## src/rtl/regfile_dump.sv

```systemverilog
// regfile_dump: debug read-out engine for the core's register file.
//
// On a start pulse the engine walks the register-file read address from
// FIRST_REG to LAST_REG. For each register it snapshots the 32-bit read
// data, then streams a 5-byte frame over a valid/ready byte interface:
//   byte 0    : header {3'b101, idx}
//   bytes 1..4: snapshot, MSB first
//
// Handshake: a byte moves when tx_valid && tx_ready are both high at a
// rising clk edge. Once tx_valid is raised, tx_valid and tx_data hold
// steady until that transfer happens, and tx_data is 0 whenever
// tx_valid is 0.
//
// Ports:
//   clk       system clock, rising edge
//   rst       asynchronous active-high reset
//   start     dump request, sampled only while idle
//   ra        register-file read address (always equal to idx)
//   rd        register-file read data, combinational from ra
//   tx_data   stream byte
//   tx_valid  stream byte offered
//   tx_ready  stream consumer accepts
//   busy      high whenever the engine is not idle
//   done      one-cycle pulse after the last byte of a dump is accepted
module regfile_dump #(
  parameter int FIRST_REG = 0,
  parameter int LAST_REG  = 31
) (
  input  logic        clk,
  input  logic        rst,
  input  logic        start,
  output logic [4:0]  ra,
  input  logic [31:0] rd,
  output logic [7:0]  tx_data,
  output logic        tx_valid,
  input  logic        tx_ready,
  output logic        busy,
  output logic        done
);

  localparam logic [4:0] FIRST_IDX = 5'(FIRST_REG);
  localparam logic [4:0] LAST_IDX  = 5'(LAST_REG);

  typedef enum logic [1:0] {
    IDLE = 2'd0,
    LOAD = 2'd1,
    SEND = 2'd2,
    DONE = 2'd3
  } state_t;

  state_t      state, state_nx;
  logic [4:0]  idx, idx_nx;
  logic [2:0]  bcnt, bcnt_nx;
  logic [31:0] shadow, shadow_nx;

  assign ra = idx;

  always_ff @(posedge clk or posedge rst) begin
    if (rst) begin
      state  <= IDLE;
      idx    <= FIRST_IDX;
      bcnt   <= 3'd0;
      shadow <= 32'd0;
    end else begin
      state  <= state_nx;
      idx    <= idx_nx;
      bcnt   <= bcnt_nx;
      shadow <= shadow_nx;
    end
  end

  // All stream outputs decode directly from the state registers, so an
  // asynchronous reset pulls tx_valid/tx_data low immediately and the
  // values are naturally stable while a byte is stalled.
  always_comb begin
    state_nx  = state;
    idx_nx    = idx;
    bcnt_nx   = bcnt;
    shadow_nx = shadow;
    tx_valid  = 1'b0;
    tx_data   = 8'h00;
    done      = 1'b0;
    busy      = (state != IDLE);

    case (state)
      IDLE: begin
        if (start) begin
          idx_nx   = FIRST_IDX;
          state_nx = LOAD;
        end
      end

      LOAD: begin
        // Snapshot taken here; later register-file writes cannot
        // disturb the frame being sent.
        shadow_nx = rd;
        bcnt_nx   = 3'd0;
        state_nx  = SEND;
      end

      SEND: begin
        tx_valid = 1'b1;
        case (bcnt)
          3'd0:    tx_data = {3'b101, idx};
          3'd1:    tx_data = shadow[31:24];
          3'd2:    tx_data = shadow[23:16];
          3'd3:    tx_data = shadow[15:8];
          default: tx_data = shadow[7:0];
        endcase
        if (tx_ready) begin
          if (bcnt != 3'd4) begin
            bcnt_nx = bcnt + 3'd1;
          end else if (idx != LAST_IDX) begin
            idx_nx   = idx + 5'd1;
            state_nx = LOAD;
          end else begin
            state_nx = DONE;
          end
        end
      end

      DONE: begin
        done     = 1'b1;
        state_nx = IDLE;
      end

      default: state_nx = IDLE;
    endcase
  end

endmodule

```

## config.mk

```make
export PLATFORM = sky130hd
export DESIGN_NAME = regfile_dump
export DESIGN_NICKNAME = d
export VERILOG_FILES = /design/src/rtl/regfile_dump.sv
export SDC_FILE = /design/constraint.sdc
export NUM_CORES = 1
export LEC_CHECK = 0
export CELL_PAD_IN_SITES_DETAIL_PLACEMENT = 1
export CELL_PAD_IN_SITES_GLOBAL_PLACEMENT = 2
export CORE_ASPECT_RATIO = 1.4
export CORE_MARGIN = 1.5
export CORE_UTILIZATION = 29
export DETAILED_ROUTE_END_ITERATION = 12
export PLACE_DENSITY_LB_ADDON = 0.25
export SYNTH_ARGS = -nofsm -noshare
export SYNTH_HDL_FRONTEND = slang
export SYNTH_SLANG_ARGS = --single-unit
export TNS_END_PERCENT = 30
```

## constraint.sdc

```tcl
create_clock -name clk -period 1.9 [get_ports clk]
set_input_delay 0.475 -clock clk [delete_from_list [all_inputs] [get_ports clk]]
set_output_delay 0.475 -clock clk [all_outputs]
set_load 0.1 [all_outputs]
```

# [Yosys cells after proc, flatten, opt, wreduce, memory -nomap -nowiden]
# Index checks and enable logic that the tools add are counted.
[op_classes] n_mux=17 add_sub_neg=2 eq_ne=13 n_reduce_logical=8
[ops] cell="8-bit case mux with 4 select lines" count=1
[ops] cell="5-bit two-way mux" count=4
[ops] cell="2-bit != test (second input constant)" count=5
[ops] cell="5-bit case mux with 2 select lines" count=1
[ops] cell="2-bit two-way mux" count=4
[ops] cell="8-bit two-way mux" count=1
[ops] cell="2-bit case mux with 4 select lines" count=1
[ops] cell="3-bit by 2-bit == test with 1-bit output (second input constant)" count=2
[ops] cell="3-bit two-way mux" count=2
[ops] cell="3-bit case mux with 2 select lines" count=1
[ops] cell="3-bit AND reduction" count=2
[ops] cell="2-bit nonzero test" count=3
[ops] cell="5-bit by 1-bit adder with 5-bit output (second input constant)" count=1
[ops] cell="5-bit != test (second input constant)" count=1
[ops] cell="5-bit AND reduction" count=1
[ops] cell="2-bit == test (second input constant)" count=2
[ops] cell="3-bit by 1-bit adder with 3-bit output (second input constant)" count=1
[ops] cell="3-bit by 1-bit == test with 1-bit output (second input constant)" count=1
[ops] cell="3-bit zero test" count=1
[ops] cell="3-bit != test (second input constant)" count=1
[ops] cell="2-bit by 1-bit == test with 1-bit output (second input constant)" count=1
[ops] cell="2-bit zero test" count=1
[ops] cell="1-bit two-way mux" count=2
[totals] elab_cells=44 output_inout_bits=16 register_bits=42 input_bits=36

# [Logic depth before layout (Yosys ltp)]
# Gate-level depths: netlist of the first run.
[depth] ltp_word=5 mapped_depth=7 ltp_nobuf=6

# [Worst setup path before layout of the first run]
# Ideal clock, no wire load.
[synth_path] kind="register to output" start="register bcnt[0]" end="output tx_data[5]" setup_slack_ns=-2.084 path_buffers=1 stages_incl_launch_ff=7 arrival_ns=3.509 required_ns=1.425 path_cell_list="dfrtp_1 > ha_1 > ha_1 > buf_2 > inv_1 > a22oi_1 > a221oi_1"
[synth_via] elab_chain_cells=3 word_cells_on_any_way=6 cone_classes="eq/ne: 3; mux: 2; reduce/logical: 1"
[synth_lines] element="from (decl)" line_no="53" rtl="logic [2:0] bcnt, bcnt_nx;"
[synth_lines] element="from (signal assigned)" line_no="67" rtl="bcnt <= bcnt_nx;"
[synth_lines] element="3-bit by 2-bit == test with 1-bit output, or another cell as far along" line_no="103" rtl="case (bcnt)"
[synth_lines] element="8-bit case mux with 4 select lines (*)" line_no="103"
[synth_lines] element="8-bit two-way mux (*)" line_no="85" rtl="case (state)"
[synth_lines] element="to (decl)" line_no="34" rtl="output logic [7:0] tx_data,"
# Every way passes the cells marked *; elsewhere a longest branch is shown, timed or not.

# [Worst setup path in the final report of the first run]
[layout_path] start="register bcnt[1]" end="output tx_data[5]"
# The elaborated chain is that of the path after synthesis.

==> impl_results.md, run 1 <==
- Mapped Cells: 181
- Layout cells sized above 1: 47.7%
- Syn Std Cell Area: around 2200 sq um
- Detail Route Antenna Nets: 0
- Hold Crit Class: reg -> reg
- Crit. End Element: output pin
- Worst IR drop on VDD: 0.00113 V
- Switching pwr: a little under 3 mW
- Post-synthesis sequential area ratio: between 40% and 50%
- First-pass GRT wire length: roughly 9900 um
- Distinct cells, synth: 43
- DP HPWL: 4560 um
- Final number of hold-violating endpoints: 0
- Worst-path clk slew: ~0.080 ns
- Largest net degree at the start of global routing: 43
- Clk_skew: between 0.008 and 0.009 ns
- Failing checks: setup timing
- Sw frac: 46.5%
- Iter 0 DRT Violations: between 80 and 90
- Sequential power share: between 20% and 30%
- Area leader, netlist: dfrtp_1
- IO Pins: 52
- Most frequent cells in the layout: dfrtp_1 (39), clkdlybuf4s50_1 (35), mux2_2 (32)
- Fin crit period: between 2 and 2.5 ns
- Via count: approximately 1800
- Antenna violations before repair: 0
- Vias in the first global route: between 1500 and 2000
- Clock Path Buffers: 2
- Fmax: 0.400 GHz
- Setup WS post-layout: -0.597 ns
- Drt total wl: about 6000 um
- Clk network pwr share: under 10%
- DRT Pass-1 Iters: 5
- Area of the die: 8140 sq um
- Comb power frac: 65.1%
- Synth Net Count: ~220
- GRT Total Usage: approximately 16%
- CP startpoint kind: flop
- Avg Cell Area, Syn: 12.2 sq um
- Crit path kind: reg -> out
- Wire per inst: 16.9 um
- Die X: roughly 77 um
- Vias per inst: slightly below 5
- Area fraction of the dominant cell type after synthesis: 47.7%
- Asr flop ratio synth: 100%
- Htree depth: 2
- Total Power: 6.35 mW
- CP max FO: 7
- Internal power: about 3.4 mW
- Post-synth EDFFs: 0
- Routability cong.: roughly 0.80
- Outcome: complete, but fails checks
- Dpl cell area: about 3300 sq um
- CTS sink cnt: 42
- Most common cell after layout, fill and taps aside: dfrtp_1
- # setup viols final: 8
- Die Span Y: about 110 um
- Slew Viols, Final: 0
- CTS Buf Count: 5
- Initial Utilization: 29.9%
- # port buffers: slightly above 50
- PwrDens: roughly 1800 nW/um^2
- Post-route cell area: between 3000 and 4000 sq um
- Clk root buf: clkbuf_8
- Ys flop type: dfrtp_1
- LEAKAGE: 1.41 nW
- Maxcap violations: 0
- Core box area: about 7400 sq um
- RSZ-0062 raised after global routing: true
- Worst-Margin Slew: between 0.4 and 0.5 ns
- Seq cells post-synth: 42
- Yosys synthesis warning count: 0
- Std-Cell Rows: 37
- Total congestion overflow: 0
- Area Overhead vs Synth: 57.8%
- WP data required: ~1.4 ns
- CTS tree: yes
- Worst EP arrival: 2.02 ns
- Final Cycle Share: 131%
- Rel. slew slack: about two thirds
- # hold bufs at CTS: 0
- Area contributors post-synth: dfrtp_1 (48%), mux2_2 (16%), ha_1 (4.0%), a222oi_1 (3.6%), inv_1 (2.0%)
- N_diodes: 0
- Fin nets: roughly 300
- Latest clock arrival within the worst-skew pair: ~0.3 ns
- Final core occ: 47.2%
- DRC Markers: 0
==> worst paths after layout <==
check / start / endpoint / slack, ns / depth (start not counted)
max: bcnt[1]$_DFFE_PP0P_ / tx_data[5] / -0.60 / 6
min: shadow[24]$_DFFE_PP0N_ / shadow[24]$_DFFE_PP0N_ / 0.51 / 1
max reg2reg: ra[0]$_DFFE_PP0P_ / ra[3]$_DFFE_PP0P_ / 0.05 / 6
min reg2reg: shadow[24]$_DFFE_PP0N_ / shadow[24]$_DFFE_PP0N_ / 0.51 / 1
max in group asynchronous: rst / ra[1]$_DFFE_PP0P_ / 1.14 / 3
min in group asynchronous: rst / shadow[29]$_DFFE_PP0N_ / 0.54 / 3
==> sequential cells by signal, indices dropped and copies added, names as in the netlist <==
name    count
shadow     32
ra          5
bcnt        3
state       2
==> layer usage <==
| metal | GRT usage [%] | up-vias | routed length (um) |
|---|---|---|---|
| met4 | 5.95 | 0 | 122 |
| met3 | 3.00 | 8 | 213 |
| met1 | 19.0 | 882 | 2420 |
| met2 | 27.6 | 48 | 3290 |
| met5 | 0 | - | 0 |
| li1 | - | 834 | - |
==> power by group through the flow <==
stage / registers (mW) / clock network (mW) / logic (mW)
3_5_place_dp: 1.65 / 0 / 3.94
6_report: 1.64 / 0.572 / 4.14
4_1_cts: 1.65 / 0.602 / 4.14
5_1_grt: 1.69 / 0.641 / 4.38
2_1_floorplan: 1.65 / 0 / 2.65
3_3_place_gp: 1.64 / 0 / 3.90
==> kinds of logic after synthesis <==
family                   Yosys count  share of synthesized area, %
AO/OA/AOI/OAI                     47                          16.9
flip-flops                        42                          47.7
multiplexers                      34                          17.3
AND/OR/NAND/NOR                   27                          8.40
buffers and inverters             24                          5.79
adder cells (fa/ha/maj)            7                          3.97
==> cell type report <==
class	instances	area, sq um
inverters	12	47.5
well taps	97	121
multi-input cells	115	1240
clock buffers	7	76.3
clock inverters	1	7.51
repair buffers	83	927
fillers	762	3880
flip-flops and latches	42	1050
==> timing repair <==
| item | 4_1_cts | 5_1_grt |
|---|---|---|
| resized for setup | 14 | 6 |
| pin swaps | 9 | 7 |
| setup buffers | 2 | 1 |
| setup endpoints to repair | 13 | 13 |
| hold endpoints to repair | 0 | 0 |
==> worst max-delay path: stages (launching register included) <==
cell and delay, ns:
dfrtp_1 0.42, buf_4 0.16, ha_4 0.19, and2b_1 0.19, a222oi_1 0.45, a221oi_4 0.13, buf_12 0.19
==> cell usage after synthesis, types with 2 or more instances <==
master,n
a2bb2oi_1,5
dfrtp_1,42
nand2b_1,2
nor2_1,4
a31oi_1,2
inv_1,12
mux2i_1,2
nand2_1,7
o21ai_0,3
and2b_1,2
a222oi_1,8
a32o_1,2
buf_4,4
a221oi_1,2
mux2_2,32
buf_6,2
o21bai_1,2
ha_1,7
clkbuf_2,2
a21oi_1,8
o211ai_1,6
buf_2,4
==> metrics by stage <==
| step | hold WS [ns] | setup TNS [ns] | cells | worst slack (ns) |
|---|---|---|---|---|
| final | 0.511 | -4.48 | 357 | -0.597 |
| after global routing | 0.535 | -5.27 | 357 | -0.679 |
| after CTS | 0.516 | -4.66 | 356 | -0.639 |
| after detailed placement | 0.496 | -2.64 | 346 | -0.388 |
| after global placement | 0.488 | -2.24 | 346 | -0.308 |
| after floorplan | 0.478 | -4.75 | 181 | -0.545 |
No activity file was read; power rests on OpenSTA's default activity.
==> run 2: changes to the inputs <==
- CAP_MARGIN: unset -> 20
- CORE_MARGIN: 1.5 -> unset
==> impl_results.md, run 2 (synthesis gave the netlist of run 1 again) <==
- Most frequent cells in the layout: dfrtp_1 (37), clkdlybuf4s50_1 (35), mux2_2 (32)
- Most common cell after layout, fill and taps aside: dfrtp_1
- N_diodes: 0 (unchanged)
- Most flop-heavy register: shadow
- Hold Crit Class: reg -> reg
- Area of the die: 7960 sq um (-2.2%)
- Via count: 1776 (+0.23%)
- DRT Pass-1 Iters: 5 (unchanged)
- Fin nets: 298 (-1.3%)
- Worst min-delay path startpoint: shadow[2]$_DFFE_PP0N_
- Latest clock arrival within the worst-skew pair: 0.29 ns (about the same)
- Initial Utilization: 29.9% (unchanged)
- Top Layer Used: met4
- First-pass GRT wire length: 10200 um (+3.8%)
- Met1 wire length: 2530 um (+4.7%)
- WP data required: 1.42 ns (about the same)
- Layout cells sized above 1: 48.8% (+1.1 points)
- Largest net degree at the start of global routing: 43 (unchanged)
- GRT Total Usage: 17.5% (+1.7 points)
- Final core occ: 47.1% (-0.10 points)
- Crit path kind: reg -> out
- CTS sink cnt: 42 (unchanged)
- Vias per inst: 5.03 (+1.4%)
- Hold Crit Depth: 1 (unchanged)
- Met2 WL: 3420 um (+4.1%)
- Failing checks: setup timing
- Std-Cell Rows: 37 (unchanged)
- Setup WS pre-CTS: -0.344 ns (+0.0446 ns)
- IO Pins: 52 (unchanged)
- RSZ-0062 raised after global routing: true
- Vias in the first global route: 1964 (+4.4%)
- Worst IR drop on VDD: 0.00111 V (-2.4%)
- Clk root buf: clkbuf_8
- Total Power: 6.48 mW (+2.1%)
- Crit. End Element: output pin
- Worst-path clk slew: 0.08 ns (about the same)
- Worst-Margin Slew: 0.459 ns (-0.0229 ns)
- Drt total wl: 6230 um (+3.0%)
- Die Span Y: 105 um (-0.94%)
- Die X: 75.7 um (-1.3%)
- Outcome: complete, but fails checks
- DP HPWL: 4710 um (+3.3%)
- Maxcap violations: 0 (unchanged)
- Largest register FFs: 32 (unchanged)
- LEAKAGE: 1.39 nW (-0.86%)
- Iter 0 DRT Violations: 70 (-14%)
- Core box area: 7360 sq um (unchanged)
- Met3 WL: 186 um (-13%)
- Reg-to-Reg Start: ra[0]$_DFFE_PP0P_
- Worst EP arrival: 1.99 ns (-0.03 ns)
- DRC Markers: 0 (unchanged)
- Reg2reg end: ra[3]$_DFFE_PP0P_
- Wire per inst: 17.6 um (+4.2%)
- CTS tree: yes
- Htree depth: 2 (unchanged)
- Setup WS post-layout: -0.565 ns (+0.0327 ns)
- Detail Route Antenna Nets: 0 (unchanged)
- # setup viols final: 8 (unchanged)
- Rel. slew slack: 69.4% (+1.5 points)
- Total congestion overflow: 0 (unchanged)
- Clk_skew: 0.00571 ns (-0.00291 ns)
- CTS Buf Count: 5 (unchanged)
- R2R Setup Slk: 0.06 ns (about the same)
- R2R depth: 6 (unchanged)
- Area Overhead vs Synth: 57.4%
- Antenna violations before repair: 0 (unchanged)
- Routability cong.: 0.766 (-3.8%)
- # port buffers: 51 (unchanged)
- Final number of hold-violating endpoints: 0 (unchanged)
- Final Cycle Share: 130% (-1.7 points)
- Worst hold endpoint: shadow[2]$_DFFE_PP0N_
- Clock Path Buffers: 2 (unchanged)
- PwrDens: 1870 nW/um^2 (+2.3%)
- CP max FO: 5 (-2)
- CP startpoint kind: flop
- Slew Viols, Final: 0 (unchanged)
- Fmax: 0.406 GHz (+1.3%)
- Fin crit period: 2.46 ns (-0.0327 ns)
==> run 2: cell types whose count changed in the layout (fill, tap and decap cells not counted), sizes merged <==
cell / change
buf: -4
bufinv: +1
clkinvlp: -1
==> run 2: where the power goes <==
part / total, mW / internal, mW / switching, mW
registers: 1.65 / 1.32 / 0.334
logic: 4.14 / 1.79 / 2.35
clock network: 0.689 / 0.393 / 0.295
total: 6.48 / 3.50 / 2.98
==> run 2: worst max path at each step <==
stage | cells after the start | from | to | slack [ns]
floorplan | 6 | bcnt[0]$_DFFE_PP0P_ | tx_data[5] | -0.55
global placement | 6 | bcnt[1]$_DFFE_PP0P_ | tx_data[7] | -0.29
detailed placement | 6 | bcnt[1]$_DFFE_PP0P_ | tx_data[2] | -0.34
CTS | 6 | bcnt[1]$_DFFE_PP0P_ | tx_data[5] | -0.59
global route | 6 | bcnt[1]$_DFFE_PP0P_ | tx_data[5] | -0.65
finish | 5 | bcnt[0]$_DFFE_PP0P_ | tx_data[5] | -0.56
==> run 2: stage by stage <==
step	hold slack (ns)	std cells	instance area, sq um	TNS (ns)
after floorplan	0.478	181	2340	-4.75
after global placement	0.489	343	3240	-2.13
after detailed placement	0.498	343	3240	-2.53
after CTS	0.517	352	3440	-4.29
after global routing	0.535	353	3470	-4.77
final	0.516	353	3470	-4.12
==> run 2: per-layer routing <==
metal / vias up / global-route usage, %
met1: 884 / 21.5
met3: 6 / 2.60
li1: 833 / -
met4: 0 / 5.29
met2: 53 / 30.5
met5: - / 0
==> run 2: final cells by class <==
cell class              instances  area, sq um
fillers                       754         3890
clock buffers                   7         76.3
well taps                      97          121
clock inverters                 1         30.0
repair buffers                 79          897
inverters                      12         50.0
multi-input cells             115         1240
flip-flops and latches         42         1060
==> run 2: worst max-delay path, stage by stage, from the launching register on <==
cell      delay (ns)
dfrtp_2         0.46
ha_1            0.22
ha_2            0.22
a222oi_1        0.47
a221oi_4        0.13
buf_12          0.20
==> run 2: what timing repair did <==
action,in CTS,in global routing
resized for setup,16,8
setup buffers,1,1
hold endpoints to repair,0,0
hold buffers,0,0
gates cloned,0,0
pin swaps,6,4
setup endpoints to repair,10,13
